===== src/rtl/controle_pkg.sv =====
// Shared constants for the calculator sequencer: opcodes, FSM encoding and
// the per-step opcode extractor.
package controle_pkg;

   typedef logic [1:0] opcode_t;

   localparam opcode_t OP_ADD = 2'b00;
   localparam opcode_t OP_SUB = 2'b01;
   localparam opcode_t OP_MUL = 2'b10;
   localparam opcode_t OP_DIV = 2'b11;

   localparam logic [2:0] S_IDLE    = 3'd0;
   localparam logic [2:0] S_FETCH_A = 3'd1;
   localparam logic [2:0] S_FETCH_B = 3'd2;
   localparam logic [2:0] S_LOAD    = 3'd3;
   localparam logic [2:0] S_EXEC    = 3'd4;
   localparam logic [2:0] S_WRITE   = 3'd5;
   localparam logic [2:0] S_DONE    = 3'd6;

   // Program table is packed two bits per step, step 0 in the LSBs.
   function automatic opcode_t op_of(input logic [31:0] ops, input logic [3:0] k);
      return ops[{k, 1'b0} +: 2];
   endfunction

endpackage


===== src/rtl/controle_seq_alu.sv =====
// Iterative ALU: single-cycle add/sub, repeated-add multiply and
// repeated-subtract divide. done pulses for one cycle with res/borrow valid.
module iter_alu
   import controle_pkg::*;
#(
   parameter int DATA_W = 8
) (
   input  logic                  clk,
   input  logic                  rst,
   input  logic                  clr,
   input  logic                  start,
   input  logic [1:0]            op,
   input  logic [DATA_W-1:0]     a,
   input  logic [DATA_W-1:0]     b,
   output logic [2*DATA_W-1:0]   res,
   output logic                  borrow,
   output logic                  done
);

   localparam int RW = 2 * DATA_W;

   logic              mul_run, div_run;
   logic [DATA_W-1:0] cnt, opa, opb, rem, quo;
   logic [RW-1:0]     acc, acc_nxt;

   assign acc_nxt = acc + RW'(opa);

   always_ff @(posedge clk or posedge rst) begin
      if (rst) begin
         mul_run <= 1'b0;
         div_run <= 1'b0;
         cnt     <= '0;
         opa     <= '0;
         opb     <= '0;
         rem     <= '0;
         quo     <= '0;
         acc     <= '0;
         res     <= '0;
         borrow  <= 1'b0;
         done    <= 1'b0;
      end else if (clr) begin
         mul_run <= 1'b0;
         div_run <= 1'b0;
         cnt     <= '0;
         opa     <= '0;
         opb     <= '0;
         rem     <= '0;
         quo     <= '0;
         acc     <= '0;
         res     <= '0;
         borrow  <= 1'b0;
         done    <= 1'b0;
      end else begin
         done <= 1'b0;
         if (start) begin
            mul_run <= 1'b0;
            div_run <= 1'b0;
            opa     <= a;
            opb     <= b;
            unique case (op)
               OP_ADD: begin
                  res    <= RW'(a) + RW'(b);
                  borrow <= 1'b0;
                  done   <= 1'b1;
               end
               OP_SUB: begin
                  res    <= RW'(a) - RW'(b);
                  borrow <= (a < b);
                  done   <= 1'b1;
               end
               OP_MUL: begin
                  borrow <= 1'b0;
                  if (b == '0) begin
                     res  <= '0;
                     done <= 1'b1;
                  end else begin
                     cnt <= b;
                     if (b == DATA_W'(1)) begin
                        res  <= RW'(a);
                        done <= 1'b1;
                     end else begin
                        // First partial product is taken here, so B cycles total.
                        acc     <= RW'(a);
                        mul_run <= 1'b1;
                     end
                  end
               end
               OP_DIV: begin
                  if (b == '0) begin
                     res    <= {a, {DATA_W{1'b1}}};
                     borrow <= 1'b1;
                     done   <= 1'b1;
                  end else if (a < b) begin
                     res    <= {a, {DATA_W{1'b0}}};
                     borrow <= 1'b0;
                     done   <= 1'b1;
                  end else begin
                     // First subtraction folded into the start cycle: quotient+1 cycles.
                     rem     <= a - b;
                     quo     <= DATA_W'(1);
                     div_run <= 1'b1;
                  end
               end
            endcase
         end else if (mul_run) begin
            acc <= acc_nxt;
            cnt <= cnt - DATA_W'(1);
            if (cnt <= DATA_W'(2)) begin
               res     <= acc_nxt;
               borrow  <= 1'b0;
               mul_run <= 1'b0;
               done    <= 1'b1;
            end
         end else if (div_run) begin
            if (rem >= opb) begin
               rem <= rem - opb;
               quo <= quo + DATA_W'(1);
            end else begin
               res     <= {rem, quo};
               borrow  <= 1'b0;
               div_run <= 1'b0;
               done    <= 1'b1;
            end
         end
      end
   end

endmodule


===== src/rtl/controle_seq.sv =====
// Program sequencer: fetches operand pairs from the ROM, runs one ALU op per
// step and presents each result with its step index.
module controle_seq
   import controle_pkg::*;
#(
   parameter int                     DATA_W    = 8,
   parameter int                     ADDR_W    = 9,
   parameter int                     NUM_STEPS = 5,
   parameter int                     BASE_ADDR = 0,
   parameter logic [2*NUM_STEPS-1:0] OPS       = 10'b00_10_01_00_01
) (
   input  logic                  clk,
   input  logic                  rst,
   input  logic                  start,
   input  logic                  abort,
   output logic [ADDR_W-1:0]     rom_addr,
   input  logic [DATA_W-1:0]     rom_data,
   output logic [2*DATA_W-1:0]   res,
   output logic                  res_valid,
   output logic [3:0]            res_step,
   output logic                  borrow,
   output logic                  busy,
   output logic                  done
);

   localparam logic [3:0] LAST = 4'(NUM_STEPS - 1);

   logic [2:0]          state;
   logic [3:0]          step;
   logic [DATA_W-1:0]   a_reg;
   logic [ADDR_W-1:0]   pair_addr;
   logic                alu_start, alu_done, alu_borrow;
   logic [2*DATA_W-1:0] alu_res;

   // Address math is deliberately modulo 2^ADDR_W so a program may wrap the ROM.
   assign pair_addr = ADDR_W'(BASE_ADDR) + ADDR_W'({step, 1'b0});

   always_comb begin
      rom_addr = '0;
      if (state == S_FETCH_A)      rom_addr = pair_addr;
      else if (state == S_FETCH_B) rom_addr = pair_addr + ADDR_W'(1);
   end

   assign busy      = (state != S_IDLE) && (state != S_DONE);
   assign alu_start = (state == S_LOAD) && !abort;

   iter_alu #(.DATA_W(DATA_W)) u_alu (
      .clk    (clk),
      .rst    (rst),
      .clr    (abort),
      .start  (alu_start),
      .op     (op_of(32'(OPS), step)),
      .a      (a_reg),
      .b      (rom_data),
      .res    (alu_res),
      .borrow (alu_borrow),
      .done   (alu_done)
   );

   always_ff @(posedge clk or posedge rst) begin
      if (rst) begin
         state     <= S_IDLE;
         step      <= '0;
         a_reg     <= '0;
         res       <= '0;
         res_valid <= 1'b0;
         res_step  <= '0;
         borrow    <= 1'b0;
         done      <= 1'b0;
      end else begin
         res_valid <= 1'b0;
         done      <= 1'b0;
         // abort outranks start in IDLE and an ALU completion in EXEC
         if (abort) begin
            state <= S_IDLE;
         end else begin
            unique case (state)
               S_IDLE: if (start) begin
                  state <= S_FETCH_A;
                  step  <= '0;
               end
               S_FETCH_A: state <= S_FETCH_B;
               S_FETCH_B: begin
                  a_reg <= rom_data;
                  state <= S_LOAD;
               end
               S_LOAD: state <= S_EXEC;
               S_EXEC: if (alu_done) begin
                  res       <= alu_res;
                  borrow    <= alu_borrow;
                  res_step  <= step;
                  res_valid <= 1'b1;
                  state     <= S_WRITE;
               end
               S_WRITE: begin
                  if (step == LAST) begin
                     done  <= 1'b1;
                     state <= S_DONE;
                  end else begin
                     step  <= step + 4'd1;
                     state <= S_FETCH_A;
                  end
               end
               S_DONE:  state <= S_IDLE;
               default: state <= S_IDLE;
            endcase
         end
      end
   end

endmodule

===== config.mk =====
export PLATFORM = sky130hd
export DESIGN_NAME = controle_seq
export DESIGN_NICKNAME = d
export VERILOG_FILES = /design/src/rtl/controle_pkg.sv /design/src/rtl/controle_seq_alu.sv /design/src/rtl/controle_seq.sv
export SDC_FILE = /design/constraint.sdc
export NUM_CORES = 1
export LEC_CHECK = 0
export CAP_MARGIN = 20
export CORE_ASPECT_RATIO = 1.75
export CORE_UTILIZATION = 45
export CTS_CLUSTER_SIZE = 30
export DETAILED_ROUTE_END_ITERATION = 6
export PLACE_DENSITY = 0.64
export SKIP_LAST_GASP = 1
export SYNTH_ARGS = -nofsm -noshare
export SYNTH_HDL_FRONTEND = slang
export SYNTH_SLANG_ARGS = --single-unit

===== constraint.sdc =====
create_clock -name clk -period 8.8 [get_ports clk]
set_clock_uncertainty 0.15 [all_clocks]
set_input_delay 1.76 -clock clk [delete_from_list [all_inputs] [get_ports clk]]
set_output_delay 1.76 -clock clk [all_outputs]
set_load 0.05 [all_outputs]

==> impl_results.md <==
* Most used DFF post-synth: dfrtp_1
* Violated checks: design-rule violations
* Initial DRC Count at approximately 400
* Comb pwr share at 31.5%
* EDFF count, synth at 0
* Bufs and invs on worst path at 3
* Commonest non-fill, non-tap cell in the layout: nand2_1
* Layout cells sized above 1 at between 10% and 20%
* Yosys warns at 0
* Fill count at about 1.5k
* Count of hold-fix buffers inserted at cts at 0
* P_sw at 0.000769 W
* WP data required at 9.00 ns
* Sw frac at 35.9%
* CP top delay family: compound AO/OA/AOI/OAI gates
* Area growth, synth to finish at 15.9%
* Worst Hold Class: reg2reg
* Routed vias at 6315
* Vias/cell at 5.91
* Synth unique cells at 77
* Rel. slew slack at roughly 42%
* Power per Cell Area at between 200 and 300 nW/µm²
* Die height at 171 µm
* Leak at 3.77 nW
* Crit path launch: rom_data[1]
* Pin count of the biggest net entering global routing at 62
* CTS tree: built
* F_max at between 0.2 and 0.25 GHz
* Rows at 61
* Worst-Skew Late Latency at around 0.43 ns
* Register share of total power at between 30% and 40%
* Final core occ at 53.4%
* Share of total power in the clock network at 36.2%
* Critical path arrival at 4.95 ns
* RR Startpoint: step[0]
* CP startpoint kind: primary input
* Final hold vios at 0
* Critical path class: in2reg
* CTS Root Buffer Type: clkbuf_16
* Max rail drop VDD at 0.121 mV
* Diode count at 0
* RSZ-0062 raised after global routing: false
* Max cap viols at 0
* Total GRT Usage at 25.6%
* Routed met2 length at around 10 mm
* Seq/Total Area, Yosys at 39.0%
* Avg WL per Cell at 19.0 µm
* Drt drc at 1
* Worst Tran Pin Value at a little under 0.9 ns
* Num CTS Buffers at 17
* Hold Crit Start: u_alu.res[14]
* Nets at 921
* Starting density of the core at 46.0%
* Met3 wire len at 691 µm
* Crit end category: register
* Clock buffer depth at 2
* Commonest cells after routing, fill and taps aside: nand2_1 (142), dfrtp_1 (114), a21oi_1 (61)
* Setup Fix Bufs, Post-CTS at 0
* Tcrit/Tclk final at 53.9%
* CP max stage delay at 0.74 ns
* Internal at 0.00137 W
* Worst-path clk slew at 0.06 ns
* Vias in the first global route at 6143
* Detailed Place HPWL at 14.6 mm
* Post-CTS sizing at 0
* Async SR Flop Fraction at 100%
* Core area at 15900 µm²
* Status: finished with violations
* Post-synthesis instance area at approximately 7300 µm²
* Die area at 16800 µm²
* Final wirelength at slightly above 20 mm
* Io pins at 45
* First-pass GRT wire length at 32.7 mm
* Final setup viols at 0
* Crit-path max FO at 28
* Regs by FF count: res (16), u_alu.acc (16), u_alu.res (16)
* Setup tns final at 0 ns
* Avg Cell Area, Syn at between 8 and 9 µm²
* Post-DRT Antenna Nets at 0
* Die Span X at 98.3 µm
* Initial antenna violation count at 0
* Critical-path cell list: clkdlybuf4s50_1 > inv_1 > ha_1 > nand2b_1 > a211o_1 > a21oi_1 > o211a_1 > o22ai_2 > buf_4 > or4_1 > a21boi_1
* Drt first pass iters at 7
* R2R setup slack at 5.39 ns
* H-tree lvl count at 4
* Sink Count at 114
* Metal-1 WL at 7.99 mm
* Synth Instances at 840
* I/O Buffers at 40
* Uppermost layer routed: met4
* Max-slew violations at 0
* Hold slack final at 0.315 ns
* GRT overflow at 0
* Slowest CP cell: clkdlybuf4s50_1
* Yosys reg bits at between 100 and 150
* Minimum clock period at 4.74 ns
* Placer Congestion at approximately 0.94
[power by group through the flow]
stage | combinational (W) | clock, W | sequential [W]
floorplan | 0.000508 | 0 | 0.000660
global placement | 0.000662 | 0 | 0.000698
detailed placement | 0.000667 | 0 | 0.000699
CTS | 0.000670 | 0.000782 | 0.000690
global route | 0.000740 | 0.000807 | 0.000698
finish | 0.000676 | 0.000776 | 0.000692
[cells in the mapped netlist (6+ instances only)]
| master | number | share of area, % |
|---|---|---|
| nand2_1 | 142 | 7.3 |
| dfrtp_1 | 114 | 39 |
| a21oi_1 | 61 | 4.2 |
| nor2_1 | 60 | 3.1 |
| o21ai_0 | 58 | 4.0 |
| ha_1 | 38 | 6.5 |
| inv_1 | 36 | 1.8 |
| clkbuf_1 | 23 | 1.2 |
| xnor2_1 | 23 | 2.8 |
| mux2_2 | 21 | 3.2 |
| nor3_1 | 21 | 1.4 |
| nand3_1 | 19 | 1.3 |
| o31ai_1 | 14 | 1.4 |
| a21o_1 | 11 | 1.1 |
| mux2i_1 | 11 | 1.5 |
| a211oi_1 | 10 | 1.0 |
| a31oi_1 | 10 | 0.86 |
| buf_2 | 10 | 0.69 |
| nand2b_1 | 10 | 0.86 |
| nor2b_1 | 9 | 0.77 |
| and3_1 | 7 | 0.60 |
| buf_4 | 7 | 0.72 |
| or2_2 | 7 | 0.60 |
| a221oi_1 | 6 | 0.72 |
| nand3b_1 | 6 | 0.62 |
| nor4_1 | 6 | 0.51 |
| xor2_1 | 6 | 0.72 |
[per-stage QoR]
stage | worst slack [ns] | instance area (µm²) | instances | total power, W
finish | 4.06 | 8470 | 1069 | 0.00214
global route | 3.95 | 8470 | 1069 | 0.00225
CTS | 4.12 | 8470 | 1069 | 0.00214
detailed placement | 3.68 | 7820 | 1037 | 0.00137
global placement | 3.79 | 7820 | 1037 | 0.00136
floorplan | 3.87 | 7320 | 843 | 0.00117
[worst paths after layout]
| check | to | cells past startpoint |
|---|---|---|
| worst max-delay path | u_alu.quo[6] | 11 |
| worst max register to register | u_alu.acc[13] | 8 |
| max in group asynchronous | u_alu.cnt[2] | 3 |
| worst min register to register | res[14] | 2 |
| min in group asynchronous | res[13] | 2 |
| worst min-delay path | res[14] | 2 |
[logic make-up (layout without fill, tap and decap cells)]
group | count (synthesis) | count (layout) | synth area share, %
and+or+nand+nor | 319 | 319 | 20.7
AOI/OAI and AO/OA | 220 | 220 | 19.6
DFF | 114 | 114 | 39.0
buffers and inverters | 83 | 120 | 4.80
adders and majority gates | 42 | 42 | 7.60
muxes | 32 | 32 | 4.74
xor gates and xnor gates | 29 | 29 | 3.48
other | 1 | 4 | 0.0513
[metal layers]
metal | global-route usage (%) | up-vias
li1 | - | 3035
met1 | 27.8 | 3023
met2 | 44.9 | 180
met3 | 4.37 | 77
met4 | 18.2 | 0
met5 | 0 | -
[worst reg2reg max path, stage by stage, from the launching register on]
cell and delay, ns:
dfrtp_1 0.50, ha_1 0.21, ha_1 0.24, nand2b_1 0.21, a211oi_2 0.60, a21oi_1 0.42, a31o_2 0.48, o21bai_1 0.24
a22o_1 0.24
[area by class of cell]
cell class                 instances  area [µm²]  area share, %
inverter                          38         145           1.71
multi-input combinational        646        4110           48.6
timing repair buffer              50         470           5.55
tap                              189         236           2.79
clock inverter                    13         209           2.47
clock buffer                      19         443           5.23
sequential                       114        2850           33.7
(Power assumes the default switching activity.)
